**src/rtl/battle_pkg.sv**
```systemverilog
// Shared types for the battle HUD: bar colour classes and HP animation states.
package battle_pkg;

    localparam int HP_W_DEF = 8;

    typedef enum logic [1:0] {
        ZONE_GREEN  = 2'd0,
        ZONE_YELLOW = 2'd1,
        ZONE_RED    = 2'd2
    } hp_zone_t;

    typedef enum logic [1:0] {
        IDLE  = 2'd0,
        DRAIN = 2'd1,
        FILL  = 2'd2
    } anim_state_t;

endpackage

```
**src/rtl/tick_divider.sv**
```systemverilog
// Counts frame_tick pulses modulo TICKS and pulses step on the last one.
module tick_divider #(
    parameter int unsigned TICKS = 2
) (
    input  logic Clk,
    input  logic Reset,
    input  logic clear,
    input  logic enable,
    input  logic frame_tick,
    output logic step
);

    localparam logic [3:0] LAST = 4'(TICKS - 1);

    logic [3:0] cnt;
    logic       wrap;

    assign wrap = (cnt == LAST);
    assign step = enable && frame_tick && !clear && wrap;

    always_ff @(posedge Clk or posedge Reset) begin
        if (Reset) begin
            cnt <= '0;
        end else if (clear) begin
            cnt <= '0;
        end else if (enable && frame_tick) begin
            cnt <= wrap ? 4'd0 : cnt + 4'd1;
        end
    end

endmodule

```
**src/rtl/hp_drain_anim.sv**
```systemverilog
// Steps the displayed HP toward the committed target, one point per divided frame tick.
module hp_drain_anim
    import battle_pkg::*;
#(
    parameter int unsigned TICKS_PER_STEP = 2,
    parameter int unsigned HP_W           = HP_W_DEF
) (
    input  logic            Clk,
    input  logic            Reset,
    input  logic            frame_tick,
    input  logic            load,
    input  logic [HP_W-1:0] target_hp,
    input  logic [HP_W-1:0] max_hp,
    output logic [HP_W-1:0] disp_hp,
    output logic [1:0]      hp_zone,
    output logic            busy,
    output logic            done
);

    localparam logic [HP_W-1:0] ONE = 1;

    anim_state_t     state_q, state_d;
    logic [HP_W-1:0] disp_q, disp_d, tgt;
    logic            done_q, done_d;
    logic            step, cnt_en, cnt_clr;
    logic [HP_W+2:0] dx2, dx5, mx;
    hp_zone_t        zone;

    assign tgt     = (target_hp > max_hp) ? max_hp : target_hp;
    assign cnt_en  = (state_q != IDLE) && (disp_q != tgt);
    assign cnt_clr = load || (state_q == IDLE);

    tick_divider #(
        .TICKS(TICKS_PER_STEP)
    ) u_div (
        .Clk       (Clk),
        .Reset     (Reset),
        .clear     (cnt_clr),
        .enable    (cnt_en),
        .frame_tick(frame_tick),
        .step      (step)
    );

    // Next state looks at the post-step value so busy drops on the landing edge.
    always_comb begin
        state_d = state_q;
        disp_d  = disp_q;
        done_d  = 1'b0;
        if (load) begin
            disp_d  = tgt;
            state_d = IDLE;
        end else begin
            unique case (state_q)
                IDLE: begin
                    if (tgt < disp_q) begin
                        state_d = DRAIN;
                    end else if (tgt > disp_q) begin
                        state_d = FILL;
                    end
                end
                DRAIN, FILL: begin
                    if (step) begin
                        disp_d = (tgt < disp_q) ? disp_q - ONE : disp_q + ONE;
                    end
                    if (disp_d == tgt) begin
                        state_d = IDLE;
                        done_d  = 1'b1;
                    end else if (disp_d > tgt) begin
                        state_d = DRAIN;
                    end else begin
                        state_d = FILL;
                    end
                end
                default: state_d = IDLE;
            endcase
        end
    end

    always_ff @(posedge Clk or posedge Reset) begin
        if (Reset) begin
            state_q <= IDLE;
            disp_q  <= '0;
            done_q  <= 1'b0;
        end else begin
            state_q <= state_d;
            disp_q  <= disp_d;
            done_q  <= done_d;
        end
    end

    assign dx2 = {2'b00, disp_q, 1'b0};
    assign dx5 = {3'b000, disp_q} + {1'b0, disp_q, 2'b00};
    assign mx  = {3'b000, max_hp};

    always_comb begin
        zone = ZONE_RED;
        if (dx2 > mx) begin
            zone = ZONE_GREEN;
        end else if (dx5 > mx) begin
            zone = ZONE_YELLOW;
        end
    end

    assign hp_zone = zone;
    assign disp_hp = disp_q;
    assign done    = done_q;
    assign busy    = !Reset && ((state_q != IDLE) || (disp_q != tgt));

endmodule

```
**config.mk**
```make
export PLATFORM = sky130hd
export DESIGN_NAME = hp_drain_anim
export DESIGN_NICKNAME = d
export VERILOG_FILES = /design/src/rtl/battle_pkg.sv /design/src/rtl/tick_divider.sv /design/src/rtl/hp_drain_anim.sv
export SDC_FILE = /design/constraint.sdc
export NUM_CORES = 1
export LEC_CHECK = 0
export ABC_CLOCK_PERIOD_IN_PS = 10300
export BUFFER_PORTS_ARGS = -buffer_cell sky130_fd_sc_hd__buf_2
export CORE_MARGIN = 2
export CORE_UTILIZATION = 40
export DETAILED_ROUTE_END_ITERATION = 10
export RECOVER_POWER = 100
export SETUP_SLACK_MARGIN = 0.2
export SLEW_MARGIN = 20
export SYNTH_ARGS = -nofsm -noshare
export SYNTH_HDL_FRONTEND = slang
export SYNTH_SLANG_ARGS = --single-unit
```
**constraint.sdc**
```tcl
create_clock -name Clk -period 10.3 [get_ports Clk]
set_input_delay 2.06 -clock Clk [delete_from_list [all_inputs] [get_ports Clk]]
set_output_delay 2.06 -clock Clk [all_outputs]
set_load 0.01 [all_outputs]
```
==> impl_results.md, run 1 <==
- Worst hold-check path type: reg -> reg
- WP data required: roughly 10 ns
- Endpoint arrival time on the critical path: 8.14 ns
- H-Tree Depth: 1
- Post-synthesis cell count: approximately 290
- Worst Setup End Kind: flop
- Total I/O pin count: 32
- Standby leakage power: between 1 and 1.5 nW
- Fin cells: about 400
- Post-CTS Setup Inserts: 0
- Cell Int Power: 216.5 uW
- Fraction of registers with async set/reset: 1.000
- Global-route congestion overflow total: 0
- Clk_lat worst skew: 0.26 ns
- Placer Congestion: 0.8533
- Critical path fanouts, max: 8
- First-pass GRT wire length: between 10000 and 15000 um
- Launch instance of the worst min-delay path: state_q[0]
- Number of CTS-inserted buffers: 3
- Number of buffers between clock root and the deepest sink: 2
- Number of search-and-repair iterations in the first detailed-routing pass: 4
- Cell type with the largest total area after synthesis: sky130_fd_sc_hd__ha_1
- Mapped cell area: 2392 um2
- Largest cells by area after synthesis: sky130_fd_sc_hd__ha_1 29%, sky130_fd_sc_hd__dfrtp_1 16%, sky130_fd_sc_hd__a21oi_1 6.7%
- Combinational power share: 0.666
- Clock period minus worst slack: 7.993 ns
- Number of violations reported at the end of detailed-routing iteration 0: 75
- Remaining antenna violation count: 0
- Hold-fix buffers at CTS: 0
- Yosys warns: 0
- Final setup TNS: 0 ns
- Sequential Area: about 380 um2
- Row count: 28
- Count of endpoints failing setup in the final report: 0
- Half-perimeter wire length after placement: 5122 um
- Max Cap Viol: 0
- Final worst path period share: 0.7760
- Skew final: 0.006298 ns
- Net count of the mapped netlist: 362
- Result of the run: completed
- Reg-to-reg endpoint: state_q[1]
- Standard cell core area: 5851 um2
- Effective utilization at floorplan: 0.4089
- Library cell used as clock root buffer: sky130_fd_sc_hd__clkbuf_8
- Net count, final: 395
- Total number of vias: between 2000 and 2500
- Vertical die dimension: 81.34 um
- Post-synthesis register bit count: 15
- Startpoint types: input port
- DR DRC count: 0
- Worst setup slack for register-to-register paths: 5.33 ns
- Average cell area after synthesis: 8.394 um2
- Cell area after layout: approximately 2700 um2
- Maximum number of pins on one net before global-route repair: 16
- Power spent charging and discharging nets: about 200 uW
- Post-detailed-route wirelength per cell: around 16 um
- Die outline area: 6615 um2
- Number of diodes added for antenna fixing: 0
- Power per Cell Area: 156.7 nW/um2
- Number of global-route vias before repair: 2169
- CTS resizes: 0
- Multi-input combinational cell area: around 1900 um2
- Die width: 81.34 um
- VDD IR-drop max: 0.07082 mV
- Measured slew at the worst slew-check pin: 0.8021 ns
- Layout Area Growth over Synthesis: 10.83%
- Hold EP: state_q[0]
- Most common cell in the netlist: sky130_fd_sc_hd__ha_1
- TritonCTS clock tree: done
- Count of final max-slew check failures: 0
- IO Port Bufs: 31
- Number of hold-slack violations in the final timing report: 0
- Register clock-pin slew on the reported worst setup and hold paths: approximately 0.07 ns
- Launch point of the worst reg-to-reg path: disp_hp[1]
- Switching Fraction: 0.4790
- Overall routing resource usage: 0.2036
- Via/cell ratio: between 5 and 6
- Ranking of synthesized cells by instance count: 55 x sky130_fd_sc_hd__ha_1, 34 x sky130_fd_sc_hd__inv_1, 32 x sky130_fd_sc_hd__a21oi_1
- Final wirelength: 6181 um
- Proportion of layout cells with a drive suffix above 1: 0.1167
- Share of synthesized area occupied by flip-flops and latches: 0.1569
- Achievable Freq: 0.1251 GHz
- Cell area reported after detailed placement: 2633 um2
- Clock sink count: 15
- CP Class: in -> reg
- Hold Path Depth: 2
- EDFF count, synth: 0
- Setup repair after global routing missed its margin: no
- Placed Instances: 388
- Worst max-slew margin expressed relative to the limit: 0.4633
- Commonest register cell after synthesis: sky130_fd_sc_hd__dfrtp_1
- Clock network power share: 0.125
- Initial antenna violation count: 0
- Count of filler cells inserted in the layout: 583
- Area share of the largest cell type after synthesis: 0.2877
- Post-synth cell types: 43
- Worst r2r path cells: 20
- Share of total power in sequential cells: 0.210
[how the worst max path moves through the flow]
| stage | startpoint | to | cells after the start |
|---|---|---|---|
| 5_1_grt | max_hp[7] | state_q[1] | 28 |
| 4_1_cts | max_hp[1] | state_q[1] | 28 |
| 6_report | max_hp[1] | state_q[1] | 28 |
| 2_1_floorplan | max_hp[1] | state_q[1] | 27 |
| 3_5_place_dp | max_hp[1] | state_q[1] | 28 |
| 3_3_place_gp | max_hp[1] | state_q[0] | 29 |
[sequential cells by signal, indices dropped and copies added, names as in the netlist]
register / count
u_div.cnt: 4
done: 1
disp_hp: 8
state_q: 2
[logic make-up after synthesis]
logic type	count (synthesis)	share of synthesized area
flops	15	0.1569
mux	17	0.07532
xor+xnor	13	0.04759
buf+inv	38	0.06014
fa+ha+maj	57	0.3044
compound gates	78	0.2040
simple gates	67	0.1517
[cells in the final DEF, fill, tap and decap left out, drive strengths merged, types with 9 or more instances in the layout]
cell,synthesis,routed
nor2,11,11
inv,34,34
a21o,11,11
nand4,11,11
o21ai,16,16
xnor2,10,10
nand2,12,12
clkbuf,3,15
buf,1,20
mux2i,9,9
dfrtp,15,15
a21oi,32,32
ha,55,55
[worst max-delay path, cell delays in order]
cell and delay, ns:
sky130_fd_sc_hd__buf_2 0.11, sky130_fd_sc_hd__inv_1 0.09, sky130_fd_sc_hd__ha_1 0.25, sky130_fd_sc_hd__nor2b_1 0.13, sky130_fd_sc_hd__o211ai_1 0.15, sky130_fd_sc_hd__a21oi_1 0.14
sky130_fd_sc_hd__nor2_1 0.64, sky130_fd_sc_hd__mux2i_1 0.39, sky130_fd_sc_hd__inv_1 0.08, sky130_fd_sc_hd__ha_1 0.31, sky130_fd_sc_hd__a21oi_1 0.16, sky130_fd_sc_hd__a21boi_0 0.13
sky130_fd_sc_hd__nor2_1 0.25, sky130_fd_sc_hd__nand2_1 0.12, sky130_fd_sc_hd__inv_1 0.21, sky130_fd_sc_hd__ha_1 0.32, sky130_fd_sc_hd__and3_1 0.19, sky130_fd_sc_hd__a221o_1 0.34
sky130_fd_sc_hd__o41ai_1 0.45, sky130_fd_sc_hd__a21boi_2 0.29, sky130_fd_sc_hd__nor3_1 0.08, sky130_fd_sc_hd__xnor2_1 0.14, sky130_fd_sc_hd__ha_1 0.28, sky130_fd_sc_hd__nand4_1 0.14
sky130_fd_sc_hd__a21oi_1 0.09, sky130_fd_sc_hd__nor4_1 0.28, sky130_fd_sc_hd__a21oi_1 0.07, sky130_fd_sc_hd__o41ai_1 0.25
[cell type report]
type | count | share of cell area
Inverter | 34 | 0.04814
Sequential cell | 15 | 0.1416
Timing Repair Buffer | 32 | 0.05569
Tap cell | 75 | 0.03539
Multi-Input combinational cell | 232 | 0.7017
Clock inverter | 1 | 0.001888
Clock buffer | 3 | 0.01557
[layer usage]
layer,share of wire,global-route usage,wire (um)
met1,0.48,0.2702,2965
met2,0.46,0.3459,2822
met3,0.047,0.03444,293
met4,0.016,0.04068,99
met5,0,0,0
[stage by stage]
stage               power (mW)  utilization  setup WS (ns)  hold slack [ns]
global route            0.4644       0.4532          1.629           0.5834
CTS                     0.4225       0.4579          2.710           0.5508
finish                  0.4155       0.4532          2.307           0.5478
global placement        0.3660       0.4500          2.494           0.5341
detailed placement      0.3685       0.4500          2.497           0.5413
floorplan               0.2982            -          3.327           0.4991
[power by group through the flow]
| stage | sequential [mW] | clock, mW | combinational (mW) |
|---|---|---|---|
| finish | 0.0871 | 0.0518 | 0.277 |
| floorplan | 0.0833 | 0 | 0.215 |
| global route | 0.0889 | 0.0565 | 0.319 |
| detailed placement | 0.0884 | 0 | 0.280 |
| CTS | 0.0872 | 0.0532 | 0.282 |
| global placement | 0.0883 | 0 | 0.278 |
No activity file was read; power rests on OpenSTA's default activity.
==> run 2: changes to the inputs <==
Settings changed: ABC_CLOCK_PERIOD_IN_PS 10300 to 7100.
Clock period 10.3 ns to 7.1 ns, I/O delays scaled along.
==> impl_results.md, run 2 (synthesis results as in run 1) <==
- Result of the run: completed
- Total number of vias: 2219 (+2.8%)
- Initial antenna violation count: 0 (unchanged)
- Worst setup slack for register-to-register paths: 2.48 ns (-2.85 ns)
- Number of buffers between clock root and the deepest sink: 2 (unchanged)
- Worst hold-check path type: reg -> reg
- Number of flip-flops in the largest register: 8 (unchanged)
- TritonCTS clock tree: done
- Combinational power share: 0.698 (+0.032)
- Worst setup slack after placement: -0.1418 ns (-2.639 ns)
- Clock sink count: 15 (unchanged)
- Share of total power in sequential cells: 0.190 (-0.020)
- Clock network power share: 0.112 (-0.013)
- Register clock-pin slew on the reported worst setup and hold paths: 0.07 ns (about the same)
- Number of hold-slack violations in the final timing report: 0 (unchanged)
- First-pass GRT wire length: 10430 um (-0.33%)
- Number of global-route vias before repair: 2133 (-1.7%)
- Achievable Freq: 0.1498 GHz
- Final wirelength: 6469 um (+4.7%)
- Standard cell core area: 5851 um2 (unchanged)
- Die outline area: 6615 um2 (unchanged)
- Placer Congestion: 0.8794 (+3.1%)
- Max Cap Viol: 0 (unchanged)
- Remaining antenna violation count: 0 (unchanged)
- Number of search-and-repair iterations in the first detailed-routing pass: 4 (unchanged)
- Startpoint types: input port
- Commonest non-fill, non-tap cell in the layout: sky130_fd_sc_hd__ha_1
- Half-perimeter wire length after placement: 5117 um (-0.10%)
- Effective utilization at floorplan: 0.4089 (unchanged)
- Via/cell ratio: 5.493 (-0.27%)
- Skew final: 0.004536 ns (-0.001762 ns)
- CP Class: in -> reg
- Die width: 81.34 um (unchanged)
- Placed Instances: 394 (+1.5%)
- DR DRC count: 0 (unchanged)
- Commonest non-fill, non-tap cells in the layout: 54 x sky130_fd_sc_hd__ha_1, 32 x sky130_fd_sc_hd__inv_1, 30 x sky130_fd_sc_hd__a21oi_1, 19 x sky130_fd_sc_hd__buf_2
- Layout Area Growth over Synthesis: 19.77%
- Standby leakage power: 1.418 nW (+5.3%)
- Proportion of layout cells with a drive suffix above 1: 0.1915 (+0.07477)
- Clock period minus worst slack: roughly 6.7 ns
- Setup repair after global routing missed its margin: no
- Critical path fanouts, max: 7 (-1)
- Fin cells: 404 (+3.1%)
- H-Tree Depth: 1 (unchanged)
- Global-route congestion overflow total: 0 (unchanged)
- Number of CTS-inserted buffers: 3 (unchanged)
- Vertical die dimension: 81.34 um (unchanged)
- Number of violations reported at the end of detailed-routing iteration 0: 104 (+39%)
- Worst max-slew margin expressed relative to the limit: 0.5109 (+0.04757)
- Count of filler cells inserted in the layout: 586 (+0.51%)
- Cell Int Power: 348.3 uW (+61%)
- Clk_lat worst skew: 0.26 ns (about the same)
- Maximum number of pins on one net before global-route repair: 16 (unchanged)
- WP data required: 7.26 ns (-3.19 ns)
- Power spent charging and discharging nets: 313.2 uW (+57%)
- Count of endpoints failing setup in the final report: 0 (unchanged)
- Endpoint arrival time on the critical path: 6.83 ns (-1.31 ns)
- Measured slew at the worst slew-check pin: 0.7310 ns (-0.07109 ns)
- Final worst path period share: 0.9403
- Hold-fix buffers at CTS: 0 (unchanged)
- Library cell used as clock root buffer: sky130_fd_sc_hd__clkbuf_8
- Power per Cell Area: 230.9 nW/um2 (+47%)
- Number of diodes added for antenna fixing: 0 (unchanged)
- Overall routing resource usage: 0.2060 (+0.002459)
- Count of final max-slew check failures: 0 (unchanged)
- Worst Setup End Kind: flop
- Net count, final: 407 (+3.0%)
- VDD IR-drop max: 0.08951 mV (+26%)
- Row count: 28 (unchanged)
- Total I/O pin count: 32 (unchanged)
- Switching Fraction: 0.4735 (-0.005524)
- IO Port Bufs: 31 (unchanged)
- Worst Slack Setup Final: 0.4236 ns (-1.884 ns)
- Post-detailed-route wirelength per cell: 16.01 um (+1.6%)
-- run 2: cell types whose count changed in the layout (fill, tap and decap cells not counted), moves of 2 or more --
cell	previous run	this run
sky130_fd_sc_hd__o41ai_1	2	0
sky130_fd_sc_hd__a21boi_0	2	0
sky130_fd_sc_hd__mux2i_4	0	3
sky130_fd_sc_hd__mux2i_1	9	5
sky130_fd_sc_hd__a21oi_2	0	2
sky130_fd_sc_hd__inv_1	34	32
sky130_fd_sc_hd__buf_4	1	9
sky130_fd_sc_hd__a21oi_1	32	30
-- run 2: timing repair --
item,CTS,global route
buffers inserted,0,6
pin swaps,0,7
endpoints found under the setup margin,2,2
gates resized for setup,1,24
-- run 2: area by class of cell --
class | instances | area, um2 | area share
clock inverter | 1 | 5.005 | 0.001747
sequential | 15 | 375.4 | 0.1310
tap | 75 | 93.84 | 0.03275
multi-input combinational | 232 | 1969 | 0.6873
timing repair buffer | 44 | 250.2 | 0.08734
clock buffer | 3 | 41.29 | 0.01441
inverter | 34 | 130.1 | 0.04541
-- run 2: critical path, stage by stage --
cell,delay (ns)
sky130_fd_sc_hd__buf_2,0.11
sky130_fd_sc_hd__inv_1,0.11
sky130_fd_sc_hd__ha_1,0.28
sky130_fd_sc_hd__a21oi_2,0.14
sky130_fd_sc_hd__o21ai_0,0.10
sky130_fd_sc_hd__o21a_1,0.16
sky130_fd_sc_hd__nor2_4,0.23
sky130_fd_sc_hd__buf_4,0.16
sky130_fd_sc_hd__mux2i_1,0.29
sky130_fd_sc_hd__inv_1,0.08
sky130_fd_sc_hd__ha_1,0.28
sky130_fd_sc_hd__nand4_1,0.17
sky130_fd_sc_hd__a21o_1,0.23
sky130_fd_sc_hd__nand2_1,0.13
sky130_fd_sc_hd__inv_4,0.08
sky130_fd_sc_hd__ha_1,0.33
sky130_fd_sc_hd__and3_1,0.20
sky130_fd_sc_hd__a221o_1,0.35
sky130_fd_sc_hd__o41ai_4,0.38
sky130_fd_sc_hd__a21boi_2,0.26
sky130_fd_sc_hd__nor3_1,0.08
sky130_fd_sc_hd__xnor2_1,0.15
sky130_fd_sc_hd__ha_1,0.29
sky130_fd_sc_hd__nand4_1,0.15
sky130_fd_sc_hd__a21oi_1,0.09
sky130_fd_sc_hd__nor4_1,0.28
sky130_fd_sc_hd__a21oi_1,0.08
sky130_fd_sc_hd__o41ai_2,0.20
-- run 2: per-stage QoR --
step | hold WS [ns] | power [mW] | setup TNS [ns] | utilization | area (um2)
floorplan | 0.4991 | 0.4326 | 0 | - | 2392
global route | 0.5669 | 0.7310 | 0 | 0.4897 | 2865
global placement | 0.5349 | 0.5343 | -0.04568 | 0.4577 | 2678
detailed placement | 0.5355 | 0.5440 | -0.2539 | 0.4577 | 2678
finish | 0.5457 | 0.6615 | 0 | 0.4897 | 2865
CTS | 0.5516 | 0.6218 | 0 | 0.4664 | 2729
-- run 2: final timing paths --
path                            startpoint           end  cells past startpoint
worst max-delay path             max_hp[7]    state_q[1]                     28
worst min-delay path            state_q[0]    state_q[0]                      2
worst max register to register  disp_hp[1]    state_q[1]                     20
worst min register to register  state_q[0]    state_q[0]                      2
max in group asynchronous            Reset    disp_hp[6]                      2
min in group asynchronous            Reset  u_div.cnt[3]                      2
-- run 2: power groups by stage --
stage	logic, mW	registers [mW]	clock network, mW
after floorplan	0.312	0.121	0
after global placement	0.407	0.127	0
after detailed placement	0.417	0.127	0
after CTS	0.420	0.125	0.0768
after global routing	0.522	0.129	0.0803
final	0.462	0.126	0.0742
-- run 2: routing by layer --
metal,vias up,track usage,share of wire
li1,1143,-,-
met1,1041,0.2727,0.49
met2,29,0.3508,0.48
met3,6,0.03333,0.030
met4,0,0.04407,0.0056
met5,-,0,0
==> run 3: changes to the inputs <==
--- a/config.mk
+++ b/config.mk
@@ -8,7 +8,9 @@
 export ABC_CLOCK_PERIOD_IN_PS = 7100
 export BUFFER_PORTS_ARGS = -buffer_cell sky130_fd_sc_hd__buf_2
+export CORE_ASPECT_RATIO = 0.9
 export CORE_MARGIN = 2
 export CORE_UTILIZATION = 40
 export DETAILED_ROUTE_END_ITERATION = 10
+export GPL_TIMING_DRIVEN = 1
 export RECOVER_POWER = 100
 export SETUP_SLACK_MARGIN = 0.2
==> constraint.sdc (replaced) <==
create_clock -name Clk -period 7.1 [get_ports Clk]
set_input_delay 1.065 -clock Clk [delete_from_list [all_inputs] [get_ports Clk]]
set_output_delay 1.065 -clock Clk [all_outputs]
set_load 0.01 [all_outputs]
==> impl_results.md, run 3 (synthesis results as in run 1) <==
- Maximum number of pins on one net before global-route repair: 16 (unchanged)
- Count of final max-slew check failures: 0 (unchanged)
- Launch point of the worst reg-to-reg path: disp_hp[1]
- Hold EP: state_q[1]
- WP data required: 7.25 ns (about the same)
- Worst r2r path cells: 20 (unchanged)
- DR DRC count: 0 (unchanged)
- Skew final: 0.004093 ns (-0.0004438 ns)
- Reg-to-reg endpoint: state_q[1]
- Library cell used as clock root buffer: sky130_fd_sc_hd__clkbuf_8
- Result of the run: completed
- Overall routing resource usage: 0.1904 (-0.01558)
- Die outline area: 6616 um2 (about the same)
- Launch instance of the worst min-delay path: state_q[1]
- Count of filler cells inserted in the layout: 582 (-0.68%)
- Standby leakage power: 1.353 nW (-4.6%)
- Number of violations reported at the end of detailed-routing iteration 0: 51 (-51%)
- Net count, final: 397 (-2.5%)
- Initial antenna violation count: 0 (unchanged)
- TritonCTS clock tree: done
- Setup repair after global routing missed its margin: no
- Die width: 85.52 um (+5.1%)
- Startpoint types: input port
- Post-detailed-route wirelength per cell: 15.42 um (-3.7%)
- Standard cell core area: 5725 um2 (-2.1%)
- CP Class: in -> reg
- Effective utilization at floorplan: 0.4178 (+0.008936)
- Final hold slack: 0.5382 ns (-0.007486 ns)
- Total power: 599.7 uW (-9.3%)
- Achievable Freq: 0.1530 GHz (+2.1%)
- Worst hold-check path type: reg -> reg
- Clk_lat worst skew: 0.25 ns (about the same)
- H-Tree Depth: 1 (unchanged)
- Number of diodes added for antenna fixing: 0 (unchanged)
- Measured slew at the worst slew-check pin: 0.6858 ns (-0.04513 ns)
- Half-perimeter wire length after placement: 4911 um (-4.0%)
- IO Port Bufs: 31 (unchanged)
- Worst Setup End Kind: flop
- Proportion of layout cells with a drive suffix above 1: 0.1317 (-0.05983)
- Number of global-route vias before repair: 2149 (+0.75%)
- Remaining antenna violation count: 0 (unchanged)
- Placer Congestion: 0.9212 (+4.8%)
- Worst max-slew margin expressed relative to the limit: 0.5411 (+0.03020)
- Power per Cell Area: 223.5 nW/um2 (-3.2%)
- Max Cap Viol: 0 (unchanged)
- Total number of vias: 2150 (-3.1%)
- Final wirelength: 5998 um (-7.3%)
- Commonest non-fill, non-tap cell in the layout: sky130_fd_sc_hd__ha_1
- Global-route met2 utilization: 0.3039 (-0.04691)
- Placed Instances: 383 (-2.8%)
- Worst setup slack for register-to-register paths: 2.41 ns (-0.07 ns)
- Register clock-pin slew on the reported worst setup and hold paths: 0.06 ns (about the same)
- Fin util: 0.4685 (-0.02120)
- Endpoint arrival time on the critical path: 6.68 ns (-0.15 ns)
- Number of flip-flops in the largest register: 8 (unchanged)
- Hold Path Depth: 2 (unchanged)
- Commonest non-fill, non-tap cells in the layout: 55 x sky130_fd_sc_hd__ha_1, 34 x sky130_fd_sc_hd__inv_1, 32 x sky130_fd_sc_hd__a21oi_1, 17 x sky130_fd_sc_hd__buf_2, 16 x sky130_fd_sc_hd__o21ai_0
- Fin cells: 389 (-3.7%)
- Layout Area Growth over Synthesis: 12.13%
- Number of search-and-repair iterations in the first detailed-routing pass: 4 (unchanged)
- Critical path fanouts, max: 8 (+1)
- Clock period minus worst slack: 6.536 ns (-0.1404 ns)
- VDD IR-drop max: 0.1194 mV (+33%)
- Count of endpoints failing setup in the final report: 0 (unchanged)
- Vertical die dimension: 77.37 um (-4.9%)
- Total I/O pin count: 32 (unchanged)
- Clock sink count: 15 (unchanged)
- Number of buffers between clock root and the deepest sink: 2 (unchanged)
- Number of CTS-inserted buffers: 3 (unchanged)
- Number of hold-slack violations in the final timing report: 0 (unchanged)
- Final worst path period share: 0.9206 (-0.01977)
- Via/cell ratio: 5.527 (+0.63%)
- Global-route congestion overflow total: 0 (unchanged)
- Met1 global-route usage: 0.2760 (+0.003270)
- Row count: 26 (-7.1%)
- First-pass GRT wire length: 10230 um (-1.9%)
- Most used routing layer: met2
- Met3 routing resource usage after global routing: 0.03511 (+0.001773)
- Final setup TNS: 0 ns (unchanged)
-- run 3: cell types whose count changed in the layout (fill, tap and decap cells not counted), moves of 2 or more --
cell                       before  now
sky130_fd_sc_hd__a21oi_2        2    0
sky130_fd_sc_hd__a21oi_1       30   32
sky130_fd_sc_hd__a21boi_0       0    2
sky130_fd_sc_hd__buf_2         19   17
sky130_fd_sc_hd__buf_4          9    3
sky130_fd_sc_hd__mux2i_4        3    0
sky130_fd_sc_hd__mux2i_1        5    7
sky130_fd_sc_hd__inv_1         32   34
-- run 3: how the worst max path moves through the flow --
stage	from	end	slack (ns)	depth (start not counted)
5_1_grt	max_hp[1]	state_q[1]	0.18	27
3_5_place_dp	max_hp[1]	state_q[1]	0.16	28
2_1_floorplan	max_hp[1]	state_q[1]	1.12	27
4_1_cts	max_hp[1]	state_q[1]	0.41	28
3_3_place_gp	max_hp[1]	state_q[0]	0.25	29
6_report	max_hp[1]	state_q[1]	0.56	27
-- run 3: critical path: stages --
cell                       delay, ns
sky130_fd_sc_hd__clkbuf_1       0.09
sky130_fd_sc_hd__inv_1          0.09
sky130_fd_sc_hd__ha_1           0.29
sky130_fd_sc_hd__nor2b_1        0.13
sky130_fd_sc_hd__o211ai_1       0.22
sky130_fd_sc_hd__a21oi_1        0.18
sky130_fd_sc_hd__nor2_4         0.29
sky130_fd_sc_hd__mux2i_1        0.39
sky130_fd_sc_hd__inv_1          0.08
sky130_fd_sc_hd__ha_1           0.29
sky130_fd_sc_hd__nand4_1        0.26
sky130_fd_sc_hd__a21o_1         0.31
sky130_fd_sc_hd__nand2_1        0.10
sky130_fd_sc_hd__inv_1          0.14
sky130_fd_sc_hd__ha_1           0.36
sky130_fd_sc_hd__and3_1         0.20
sky130_fd_sc_hd__a221o_1        0.35
sky130_fd_sc_hd__o41ai_2        0.26
sky130_fd_sc_hd__nor4_1         0.12
sky130_fd_sc_hd__nor3_1         0.23
sky130_fd_sc_hd__xnor2_1        0.15
sky130_fd_sc_hd__ha_1           0.25
sky130_fd_sc_hd__nand4_1        0.13
sky130_fd_sc_hd__a21oi_1        0.09
sky130_fd_sc_hd__nor4_1         0.29
sky130_fd_sc_hd__a21oi_1        0.07
sky130_fd_sc_hd__o41ai_1        0.24
-- run 3: layout make-up --
type                            count  area [um2]  share of cell area
Timing Repair Buffer               34       160.2             0.05970
Clock buffer                        3       41.29             0.01539
Tap cell                           70       87.58             0.03265
Sequential cell                    15       375.4              0.1399
Clock inverter                      1       5.005            0.001866
Inverter                           34       127.6             0.04757
Multi-Input combinational cell    232        1886              0.7029
-- run 3: timing repair --
action | in CTS | in global routing
resized for setup | 0 | 4
setup endpoints to repair | 0 | 2
hold buffers | 0 | 0
buffers inserted | 0 | 2
-- run 3: where the power goes --
group	internal, mW	total (mW)	switching [mW]
sequential	0.0988	0.125	0.0260
clock	0.0389	0.0728	0.0338
combinational	0.180	0.402	0.222
total	0.318	0.600	0.282
-- run 3: layer usage --
metal	wire (um)	part of all wire
met2	2501	0.42
met4	17	0.0028
met1	3202	0.53
met3	277	0.046
met5	0	0
-- run 3: through the flow --
| stage | area [um2] | setup WS, ns |
|---|---|---|
| 3_3_place_gp | 2626 | 0.2488 |
| 6_report | 2683 | 0.5640 |
| 3_5_place_dp | 2626 | 0.1647 |
| 4_1_cts | 2673 | 0.4119 |
| 2_1_floorplan | 2392 | 1.122 |
| 5_1_grt | 2683 | 0.1829 |
